<file path="config.mk">
export PLATFORM = sky130hd
export DESIGN_NAME = tcp_tx_arbiter_flat
export DESIGN_NICKNAME = d
export VERILOG_FILES = /design/src/rtl/tcp_tx_arbiter_if.sv /design/src/rtl/tcp_tx_arbiter.sv /design/src/flat_wrapper.sv
export SDC_FILE = /design/constraint.sdc
export NUM_CORES = 1
export LEC_CHECK = 0
export BUFFER_PORTS_ARGS = -buffer_cell sky130_fd_sc_hd__buf_2
export CAP_MARGIN = 0
export CORE_AREA = 4 4 615 617
export CTS_CLUSTER_SIZE = 24
export DETAILED_ROUTE_END_ITERATION = 6
export DIE_AREA = 0 0 619 621
export GPL_ROUTABILITY_DRIVEN = 0
export PLACE_DENSITY = 0.3
export RECOVER_POWER = 100
export SYNTH_ARGS = -nofsm -noshare
export SYNTH_HDL_FRONTEND = slang
export SYNTH_SLANG_ARGS = --single-unit
</file>
<file path="constraint.sdc">
create_clock -name clk -period 3.9 [get_ports clk]
set_clock_uncertainty 0.1 [all_clocks]
set_input_delay 0.195 -clock clk [delete_from_list [all_inputs] [get_ports clk]]
set_output_delay 0.195 -clock clk [all_outputs]
set_load 0.1 [all_outputs]
</file>
<file path="src/rtl/tcp_tx_arbiter_if.sv">
// Handshake bundle between the packet sources, tcp_tx_arbiter and tcp_sender.
// master = arbiter side, slave = sources / sender side.
interface tcp_tx_arbiter_if #(
   parameter int N_REQ = 4,
   parameter int PKT_W = 312
);
   localparam int IDX_W = $clog2(N_REQ);

   logic [N_REQ-1:0]       req;
   logic [N_REQ*PKT_W-1:0] req_pkt;
   logic [N_REQ-1:0]       req_ack;
   logic [N_REQ-1:0]       req_done;
   logic [N_REQ-1:0]       req_err;
   logic                   tx_start;
   logic [PKT_W-1:0]       tx_pkt;
   logic                   tx_busy;
   logic [N_REQ-1:0]       grant;
   logic [IDX_W-1:0]       grant_idx;
   logic                   active;
   logic [15:0]            frame_cnt;

   modport master (
      input  req, req_pkt, tx_busy,
      output req_ack, req_done, req_err, tx_start, tx_pkt,
             grant, grant_idx, active, frame_cnt
   );

   modport slave (
      output req, req_pkt, tx_busy,
      input  req_ack, req_done, req_err, tx_start, tx_pkt,
             grant, grant_idx, active, frame_cnt
   );
endinterface

</file>
<file path="src/rtl/tcp_tx_arbiter.sv">
// Round-robin arbiter sharing one tcp_sender among N_REQ packet sources, one frame at a time.
// Define TCP_TX_ARB_PRIO0_EN to give source 0 strict priority over the rotating others.
module tcp_tx_arbiter #(
   parameter int N_REQ        = 4,
   parameter int BUSY_TIMEOUT = 8
) (
   input  logic             clk,
   input  logic             rst_n,
   tcp_tx_arbiter_if.master bus
);
   localparam int IDX_W = $clog2(N_REQ);
   localparam int PKT_W = 312;

   localparam logic [1:0] S_IDLE      = 2'd0;
   localparam logic [1:0] S_START     = 2'd1;
   localparam logic [1:0] S_WAIT_BUSY = 2'd2;
   localparam logic [1:0] S_WAIT_DONE = 2'd3;

   logic [1:0]       state;
   logic [IDX_W-1:0] rr_ptr;
   logic [IDX_W-1:0] win_idx;
   logic [N_REQ-1:0] win_oh;
   logic [IDX_W-1:0] next_ptr;
   logic             any_req;
   logic             adv_ptr;
   logic [7:0]       busy_cnt;

   function automatic logic [IDX_W-1:0] wrap_idx(input logic [IDX_W-1:0] base, input int k);
      int s;
      s = int'(base) + k;
      if (s >= N_REQ) s = s - N_REQ;
      return IDX_W'(s);
   endfunction

   assign any_req = |bus.req;
   assign win_oh  = N_REQ'(1) << win_idx;

   // Scan downwards so the last hit is the first set bit at or after rr_ptr.
   always_comb begin
      // NOTE: win_idx gets a default before any conditional write, so no latch is inferred.
      win_idx = rr_ptr;
      for (int k = N_REQ - 1; k >= 0; k--) begin
         if (bus.req[wrap_idx(rr_ptr, k)]) win_idx = wrap_idx(rr_ptr, k);
      end
`ifdef TCP_TX_ARB_PRIO0_EN
      if (bus.req[0]) win_idx = '0;
`endif
   end

   assign next_ptr = (bus.grant_idx == IDX_W'(N_REQ - 1)) ? '0 : bus.grant_idx + IDX_W'(1);

`ifdef TCP_TX_ARB_PRIO0_EN
   // Source-0 frames must not disturb the rotation among the other sources.
   assign adv_ptr = (bus.grant_idx != '0);
`else
   assign adv_ptr = 1'b1;
`endif

   always_ff @(posedge clk or negedge rst_n) begin
      if (!rst_n) begin
         // NOTE: tx_pkt is a plain register, not a memory, so it is cleared with everything else.
         state         <= S_IDLE;
         rr_ptr        <= '0;
         busy_cnt      <= '0;
         bus.req_ack   <= '0;
         bus.req_done  <= '0;
         bus.req_err   <= '0;
         bus.tx_start  <= 1'b0;
         bus.tx_pkt    <= '0;
         bus.grant     <= '0;
         bus.grant_idx <= '0;
         bus.active    <= 1'b0;
         bus.frame_cnt <= '0;
      end else begin
         // NOTE: non-blocking only; strobes default low here and the owning state overrides them.
         bus.req_ack  <= '0;
         bus.req_done <= '0;
         bus.req_err  <= '0;
         bus.tx_start <= 1'b0;

         case (state)
            S_IDLE: begin
               if (any_req) begin
                  bus.tx_pkt    <= bus.req_pkt[int'(win_idx)*PKT_W +: PKT_W];
                  bus.grant     <= win_oh;
                  bus.grant_idx <= win_idx;
                  bus.req_ack   <= win_oh;
                  bus.active    <= 1'b1;
                  state         <= S_START;
               end
            end

            S_START: begin
               bus.tx_start <= 1'b1;
               busy_cnt     <= '0;
               state        <= S_WAIT_BUSY;
            end

            S_WAIT_BUSY: begin
               if (bus.tx_busy) begin
                  state <= S_WAIT_DONE;
               end else if (busy_cnt == 8'(BUSY_TIMEOUT - 1)) begin
                  // Sender never took the frame: abort, and the source loses its turn.
                  bus.req_err   <= bus.grant;
                  bus.grant     <= '0;
                  bus.grant_idx <= '0;
                  bus.active    <= 1'b0;
                  if (adv_ptr) rr_ptr <= next_ptr;
                  state         <= S_IDLE;
               end else begin
                  busy_cnt <= busy_cnt + 8'd1;
               end
            end

            S_WAIT_DONE: begin
               if (!bus.tx_busy) begin
                  bus.req_done  <= bus.grant;
                  bus.frame_cnt <= bus.frame_cnt + 16'd1;
                  bus.grant     <= '0;
                  bus.grant_idx <= '0;
                  bus.active    <= 1'b0;
                  if (adv_ptr) rr_ptr <= next_ptr;
                  state         <= S_IDLE;
               end
            end

            default: state <= S_IDLE;
         endcase
      end
   end
endmodule

</file>
<file path="src/flat_wrapper.sv">
// flat-port wrapper written by rule: the top's interface ports become plain ports
module tcp_tx_arbiter_flat 
#(
   parameter int N_REQ        = 4,
   parameter int BUSY_TIMEOUT = 8
)
  (clk, rst_n, bus_req, bus_req_pkt, bus_tx_busy, bus_req_ack, bus_req_done, bus_req_err, bus_tx_start, bus_tx_pkt, bus_grant, bus_grant_idx, bus_active, bus_frame_cnt);
  tcp_tx_arbiter_if #(.N_REQ(N_REQ)) bus_i ();
  input  logic clk;
  input  logic rst_n;
  input wire logic [$bits(bus_i.req)-1:0] bus_req;
  input wire logic [$bits(bus_i.req_pkt)-1:0] bus_req_pkt;
  input wire logic [$bits(bus_i.tx_busy)-1:0] bus_tx_busy;
  output wire logic [$bits(bus_i.req_ack)-1:0] bus_req_ack;
  output wire logic [$bits(bus_i.req_done)-1:0] bus_req_done;
  output wire logic [$bits(bus_i.req_err)-1:0] bus_req_err;
  output wire logic [$bits(bus_i.tx_start)-1:0] bus_tx_start;
  output wire logic [$bits(bus_i.tx_pkt)-1:0] bus_tx_pkt;
  output wire logic [$bits(bus_i.grant)-1:0] bus_grant;
  output wire logic [$bits(bus_i.grant_idx)-1:0] bus_grant_idx;
  output wire logic [$bits(bus_i.active)-1:0] bus_active;
  output wire logic [$bits(bus_i.frame_cnt)-1:0] bus_frame_cnt;
  assign bus_i.req = bus_req;
  assign bus_i.req_pkt = bus_req_pkt;
  assign bus_i.tx_busy = bus_tx_busy;
  assign bus_req_ack = bus_i.req_ack;
  assign bus_req_done = bus_i.req_done;
  assign bus_req_err = bus_i.req_err;
  assign bus_tx_start = bus_i.tx_start;
  assign bus_tx_pkt = bus_i.tx_pkt;
  assign bus_grant = bus_i.grant;
  assign bus_grant_idx = bus_i.grant_idx;
  assign bus_active = bus_i.active;
  assign bus_frame_cnt = bus_i.frame_cnt;
  tcp_tx_arbiter #(.N_REQ(N_REQ), .BUSY_TIMEOUT(BUSY_TIMEOUT)) u_core (.clk(clk), .rst_n(rst_n), .bus(bus_i));
endmodule
</file>
==> results of run 1 <==
-- cell usage after synthesis, types with 72 or more instances --
master	number
a21oi_1	216
a221o_1	210
a31oi_1	104
and4_1	102
buf_2	201
clkbuf_1	199
dfrtp_1	360
nand2_1	116
nand4_1	218
nor2_1	123
o21ai_0	142
o21ai_1	72
o22a_1	211
o31a_1	104
o31ai_1	210
-- final timing paths --
kind	startpoint	to	slack (ns)	cells after the start
min reg2reg	u_core.bus.frame_cnt[15]	u_core.bus.frame_cnt[15]	0.37	1
max reg2reg	u_core.state[1]	u_core.bus.tx_pkt[83]	-0.008	8
max	u_core.state[1]	u_core.bus.tx_pkt[83]	-0.008	8
max in group asynchronous	rst_n	u_core.bus.grant_idx[1]	0.61	3
min in group asynchronous	rst_n	u_core.bus.tx_pkt[94]	0.92	2
min	bus_req[0]	u_core.bus.req_ack[0]	0.08	3
-- kinds of logic after synthesis --
family,count (synthesis),synth area share (%)
buffers and inverters,427,7.671
AND/OR/NAND/NOR,609,13.77
flip-flops,360,35.68
AO/OA/AOI/OAI,1389,41.95
XOR/XNOR,19,0.6590
adder cells (fa/ha/maj),3,0.1487
multiplexers,3,0.1239
-- power groups by stage --
stage / logic (mW) / clock network [mW] / registers [mW]
2_1_floorplan: 8.09 / 0 / 18.7
3_3_place_gp: 32.4 / 0 / 6.93
3_5_place_dp: 32.4 / 0 / 6.96
4_1_cts: 36.6 / 6.65 / 6.92
5_1_grt: 37.3 / 6.71 / 7.13
6_report: 35.6 / 6.34 / 6.94
-- repair_timing --
action | 4_1_cts | 5_1_grt
hold buffers | 882 | 0
gates resized for setup | 0 | 4
endpoints found under the hold margin | 386 | 0
buffers inserted | 0 | 3
setup endpoints to repair | 0 | 62
-- per-stage QoR --
| step | cells | hold slack [ns] | area (um^2) |
|---|---|---|---|
| after floorplan | 2810 | -0.2006 | 25250 |
| after global placement | 9112 | 0.2798 | 39460 |
| after detailed placement | 9112 | 0.2794 | 39460 |
| after CTS | 10108 | 0.01132 | 50490 |
| after global routing | 10156 | 0.09589 | 50130 |
| final | 10193 | 0.07886 | 50220 |
-- cells in the final DEF (no fill, tap or decap), types with 9 or more instances in the layout --
master / instances
and4_1: 102
dfrtp_1: 359
a221o_1: 210
nor2_1: 122
diode_2: 82
buf_4: 85
a41oi_2: 40
a31oi_1: 104
a41oi_1: 58
o31a_1: 104
nand2_1: 116
clkinv_2: 12
clkbuf_16: 63
o22a_1: 210
and3_1: 10
nand4_1: 218
dlygate4sd3_1: 882
o21ai_0: 143
xor2_1: 10
bufinv_16: 11
clkbuf_1: 362
xnor2_1: 9
o31ai_1: 210
a21oi_1: 215
buf_12: 50
o21ai_1: 71
buf_2: 1253
-- tightest hold or removal path, cell delays in order --
cell and delay (ns):
buf_2 0.15, o21ai_1 0.27, a31oi_1 0.21
-- flip-flops by register name, summed over array words and instances (netlist names) --
signal,count
u_core.bus.frame_cnt,16
u_core.bus.active,1
u_core.bus.tx_start,1
u_core.busy_cnt,8
u_core.bus.grant_idx,2
u_core.bus.req_ack,4
u_core.bus.req_done,4
u_core.bus.grant,4
u_core.bus.tx_pkt,312
u_core.rr_ptr,2
u_core.state,2
u_core.bus.req_err,4
-- metal layers --
layer | GRT usage [%] | up-vias
met2 | 30.61 | 2152
met4 | 4.608 | 114
li1 | - | 16181
met5 | 0 | -
met1 | 19.78 | 19711
met3 | 6.042 | 642
-- final cells by class --
cell class / count / area [um^2] / area share (%)
antenna: 82 / 205.2 / 0.4086
clock buffer: 80 / 1720 / 3.426
clock inverter: 34 / 476.7 / 0.9492
inverter: 7 / 26.28 / 0.05232
multi-input combinational: 2023 / 14420 / 28.72
sequential: 360 / 9010 / 17.94
tap: 4972 / 6221 / 12.39
timing repair buffer: 2635 / 18140 / 36.12
==> impl_metrics.csv, run 1 <==
group,metric,value,unit
global_route,grt_pass1_vias,39372,
critical_path,worstPathRequired,4.41,ns
critical_path,crit_top_cell,"dlygate4sd3_1",
yosys,synth_seq_cells,360,
status,status,"finished, violations left",
clocking,clk_pin_slew_worst_paths,0.06,ns
yosys,synth_fp_nets,4068,
critical_path,critPathMaxStageDelay,0.62,ns
floorplanning,die_w,619,um
layout,n_fill_cell,43033,
yosys,ys_top_cells_by_area,"dfrtp_1, a221o_1, o22a_1",
yosys,synthFlopType,"dfrtp_1",
timing,rsz0062_at_grt,"yes",
power,power_frac_clock,13.0,%
detailed_routing,highest_layer,"met5",
placed_design,place_ws,0.8569,ns
min_path,hold_class,"in2reg",
power,p_sw,30.41,mW
clocking,clock_tree.htree_level_count,2,
floorplanning,io_pins,1603,
timing,setup_tns,-0.008428,ns
layout,final_core_util,13.50,%
power,finalPower,48.90,mW
timing,worst_slack,-0.008428,ns
yosys,syn_area,0.02525,mm^2
detailed_routing,vias,38800,
detailed_routing,drtIter0Drc,3259,
critical_path,path_buf_inv,4,
detailed_routing,met3_length,33170,um
clocking,numCtsBuffers,61,
flow_run,maxCapViolCount,144,
timing,tightestPinTransition,3.108,ns
yosys,synth_cell_types,56,
floorplanning,core_area,0.3719,mm^2
power,ir_drop,0.0004561,V
yosys,synth_edf_count,0,
detailed_routing,wl,351600,um
global_route,grt_max_degree,101,
clocking,cts_buffer_depth,3,
timing,drv_slew,198,
global_route,grt_pass1_wl,440800,um
layout,drive_gt1_share,30.43,%
floorplanning,start_util,6.789,%
detailed_routing,firstDrtPassIters,7,
critical_path,critical_path.max_fanout,42,
critical_path,cp-end-kind,"flip-flop",
critical_path,path_class,"reg2reg",
layout,nNetsFinal,6346,
detailed_routing,wl_met1,132300,um
detailed_routing,drtAntennaViolNets,0,
detailed_routing,drc,0,
timing,finalCritPeriodShare,100.2,%
detailed_routing,wl_met2,173300,um
floorplanning,die_area,0.3844,mm^2
floorplanning,rows,224,
layout,areaGrowthSynthToFinish,98.90,%
placed_design,hpwlAfterDp,296100,um
yosys,yosysSeqAreaShare,35.68,%
critical_path,start_kind,"flip-flop",
yosys,synth_top_area_share,35.68,%
global_route,grt_usage,17.37,%
critical_path,crit_chain,"nor2_1, o21ai_4, buf_12, buf_4, a221o_1, dlygate4sd3_1, o22a_1, dlygate4sd3_1",
timing,maxSlewHeadroom,-107.2,%
power,seqPwrFrac,14.2,%
detailed_routing,drt-wirelength-per-cell,34.49,um
clocking,cts_tree,"done",
clocking,clock_latency,0.75,ns
power,comb_power_share,72.8,%
status,violations,"capacitance limit, slew limit, setup timing",
power,p_per_area,973.6,mW/mm^2
critical_path,cp_top_family,"buffers and inverters",
power,p_leak,18.82,nW
critical_path,cp.arrival,4.42,ns
clocking,clkSinkCount,360,
yosys,avgSynthCellArea,8.986,um^2
placed_design,portBuffers,1602,
timing,fin_crit,3.908,ns
global_route,grt_overflow,0,
yosys,synthCells,2810,
timing,finalSetupViolCount,1,
timing,max_freq,255.9,MHz
yosys,async_reset_ff_share,100.0,%
timing,hold_viol_final,0,
yosys,yosys.area.top_type,"dfrtp_1",
power,p_int,18.49,mW
power,sw_frac_of_total,62.19,%
clocking,cts-root-buf,"clkbuf_16",
detailed_routing,post_drt_via_cell_ratio,3.807,
global_route,antenna_found_initial,262,
critical_path,critPathSlowestCell,"dlygate4sd3_1",
yosys,yosysWarnings,0,
floorplanning,fp.dieH,621,um
Note: power is estimated with default switching activity, not from simulation.
==> inputs of run 2 (changes only) <==
--- a/config.mk
+++ b/config.mk
@@ -5,12 +5,12 @@
 export SDC_FILE = /design/constraint.sdc
 export NUM_CORES = 1
 export LEC_CHECK = 0
-export BUFFER_PORTS_ARGS = -buffer_cell sky130_fd_sc_hd__buf_2
 export CAP_MARGIN = 0
 export CORE_AREA = 4 4 615 617
 export CTS_CLUSTER_SIZE = 24
 export DETAILED_ROUTE_END_ITERATION = 6
 export DIE_AREA = 0 0 619 621
+export DONT_BUFFER_PORTS = 1
 export GPL_ROUTABILITY_DRIVEN = 0
 export PLACE_DENSITY = 0.3
 export RECOVER_POWER = 100
==> constraint.sdc (replaced) <==
create_clock -name clk -period 4.8 [get_ports clk]
set_clock_uncertainty 0.1 [all_clocks]
set_input_delay 0.24 -clock clk [delete_from_list [all_inputs] [get_ports clk]]
set_output_delay 0.24 -clock clk [all_outputs]
set_load 0.1 [all_outputs]
==> impl_metrics.csv, run 2 (synthesis results as in run 1) <==
group,metric,value,unit
power,ir_drop,0.0003527,V
layout,final_common_cell,"dlygate4sd3_1",
timing,tightestPinTransition,4.039,ns
clocking,numCtsBuffers,59,
power,sw_frac_of_total,63.91,%
detailed_routing,wl_met2,167200,um
floorplanning,die_area,0.3844,mm^2
min_path,hp-start,"bus_req[0]",
detailed_routing,drc,0,
global_route,grt_pass1_wl,417100,um
placed_design,hpwlAfterDp,284800,um
critical_path,cp-end-kind,"flip-flop",
timing,rsz0062_at_grt,"no",
status,violations,"capacitance limit, slew limit",
clocking,clk_pin_slew_worst_paths,0.07,ns
status,status,"finished, violations left",
critical_path,rr_startpoint,"u_core.rr_ptr[0]",
timing,fin_crit,4.647,ns
timing,max_freq,215.2,MHz
detailed_routing,drtAntennaViolNets,0,
detailed_routing,post_drt_via_cell_ratio,3.822,
critical_path,start_kind,"flip-flop",
layout,drive_gt1_share,7.141,%
detailed_routing,vias,33030,
critical_path,worstPathRequired,5.31,ns
floorplanning,rows,224,
floorplanning,start_util,6.789,%
timing,setup_tns,0,ns
layout,areaGrowthSynthToFinish,67.13,%
timing,finalCritPeriodShare,96.81,%
detailed_routing,wl_met1,119000,um
timing,drv_slew,316,
floorplanning,io_pins,1603,
clocking,cts-root-buf,"clkbuf_16",
global_route,grt_max_degree,361,
layout,n_fill_cell,42965,
global_route,grt_overflow,0,
min_path,hold_class,"in2reg",
critical_path,path_class,"reg2reg",
clocking,clkSinkCount,360,
power,p_sw,24.42,mW
power,p_leak,13.25,nW
layout,top_register,"u_core.bus.tx_pkt",
clocking,clock_tree.htree_level_count,2,
clocking,clock_latency,0.74,ns
detailed_routing,wl,341400,um
floorplanning,die_w,619,um
floorplanning,fp.dieH,621,um
global_route,grt_pass1_vias,31903,
detailed_routing,drt-wirelength-per-cell,39.51,um
flow_run,maxCapViolCount,115,
clocking,cts_buffer_depth,3,
power,p_int,13.79,mW
power,power_frac_clock,12.6,%
layout,nNetsFinal,4792,
layout,layout_common_cells,"dlygate4sd3_1, dfrtp_1, nand4_1",
power,finalPower,38.21,mW
power,seqPwrFrac,35.4,%
layout,largest_registers,"u_core.bus.tx_pkt: 312 flops, u_core.bus.frame_cnt: 16 flops, u_core.busy_cnt: 8 flops",
power,p_per_area,905.5,mW/mm^2
power,comb_power_share,52.0,%
floorplanning,core_area,0.3719,mm^2
detailed_routing,highest_layer,"met5",
timing,hold_viol_final,0,
detailed_routing,drtIter0Drc,3815,
critical_path,cp.arrival,5.16,ns
critical_path,crit_start,"u_core.rr_ptr[0]",
critical_path,critical_path.max_fanout,94,
timing,finalSetupViolCount,0,
clocking,cts_tree,"done",
placed_design,portBuffers,0,
clocking,postCtsSetupRepairBufs,0,
global_route,antenna_found_initial,253,
timing,maxSlewHeadroom,-169.3,%
detailed_routing,met3_length,43650,um
global_route,grt_usage,16.88,%
detailed_routing,firstDrtPassIters,6,
layout,largest_reg_flops,312,
timing,holdWs,0.07797,ns
==> run 2: cell types whose count changed in the layout (fill, tap and decap cells not counted), sizes merged <==
cell,delta
buf,-1303
bufinv,-5
clkbuf,-235
clkinv,+6
clkinvlp,-6
diode,+2
dlygate4sd3,-17
inv,+6
==> run 2: cell type report <==
class                   instances  area (um^2)  share of cell area (%)
inverters                       7        26.28                 0.06226
well taps                    4972         6221                   14.74
clock buffers                  77         1665                   3.946
flip-flops and latches        360         9009                   21.35
clock inverters                35        371.6                  0.8806
multi-input cells            2023        14420                   34.16
diodes                         84        210.2                  0.4981
repair buffers               1083        10280                   24.36
==> run 2: path summary, 6_finish.rpt <==
check	end	slack [ns]	cells past startpoint
setup / recovery	u_core.bus.tx_pkt[169]	0.15	10
hold / removal	u_core.bus.grant_idx[1]	0.08	4
setup reg to reg	u_core.bus.tx_pkt[169]	0.15	10
hold reg to reg	u_core.busy_cnt[7]	0.46	2
max in group asynchronous	u_core.bus.tx_pkt[286]	0.87	2
min in group asynchronous	u_core.bus.tx_pkt[81]	1.37	2
==> run 2: per-layer routing <==
metal | global-route usage (%) | vias to the layer above
met5 | 0 | -
met4 | 4.649 | 142
met3 | 8.753 | 698
met2 | 29.04 | 2263
met1 | 17.96 | 16848
li1 | - | 13079
==> run 2: power groups by stage <==
| stage | sequential [mW] | combinational, mW | clock [mW] |
|---|---|---|---|
| after global routing | 13.8 | 20.9 | 5.11 |
| after global placement | 13.9 | 16.6 | 0 |
| final | 13.5 | 19.9 | 4.81 |
| after CTS | 13.9 | 20.4 | 5.09 |
| after floorplan | 15.2 | 6.58 | 0 |
| after detailed placement | 13.9 | 16.7 | 0 |
==> run 2: metrics by stage <==
step | worst slack, ns | instance area [um^2] | util [%] | std cells
after floorplan | 2.594 | 25250 | - | 2810
after global placement | 0.9488 | 31870 | 8.569 | 7577
after detailed placement | 0.9361 | 31870 | 8.569 | 7577
after CTS | 0.2597 | 42550 | 11.44 | 8553
after global routing | 0.01945 | 42080 | 11.31 | 8593
final | 0.1534 | 42200 | 11.35 | 8641
==> run 2: worst max-delay path: stages (launching register included) <==
cell and delay (ns):
dfrtp_1 0.57, nor3_1 0.10, dlygate4sd3_1 0.57, o21ai_1 0.17
nand3_4 0.50, buf_12 0.43, buf_4 0.32, a221o_1 0.32
dlygate4sd3_1 0.59, o22a_1 0.16, dlygate4sd3_1 0.56
==> run 2: repair_timing <==
item	in CTS	in global routing
hold buffers	864	1
endpoints found under the hold margin	702	117
gates resized for setup	0	0
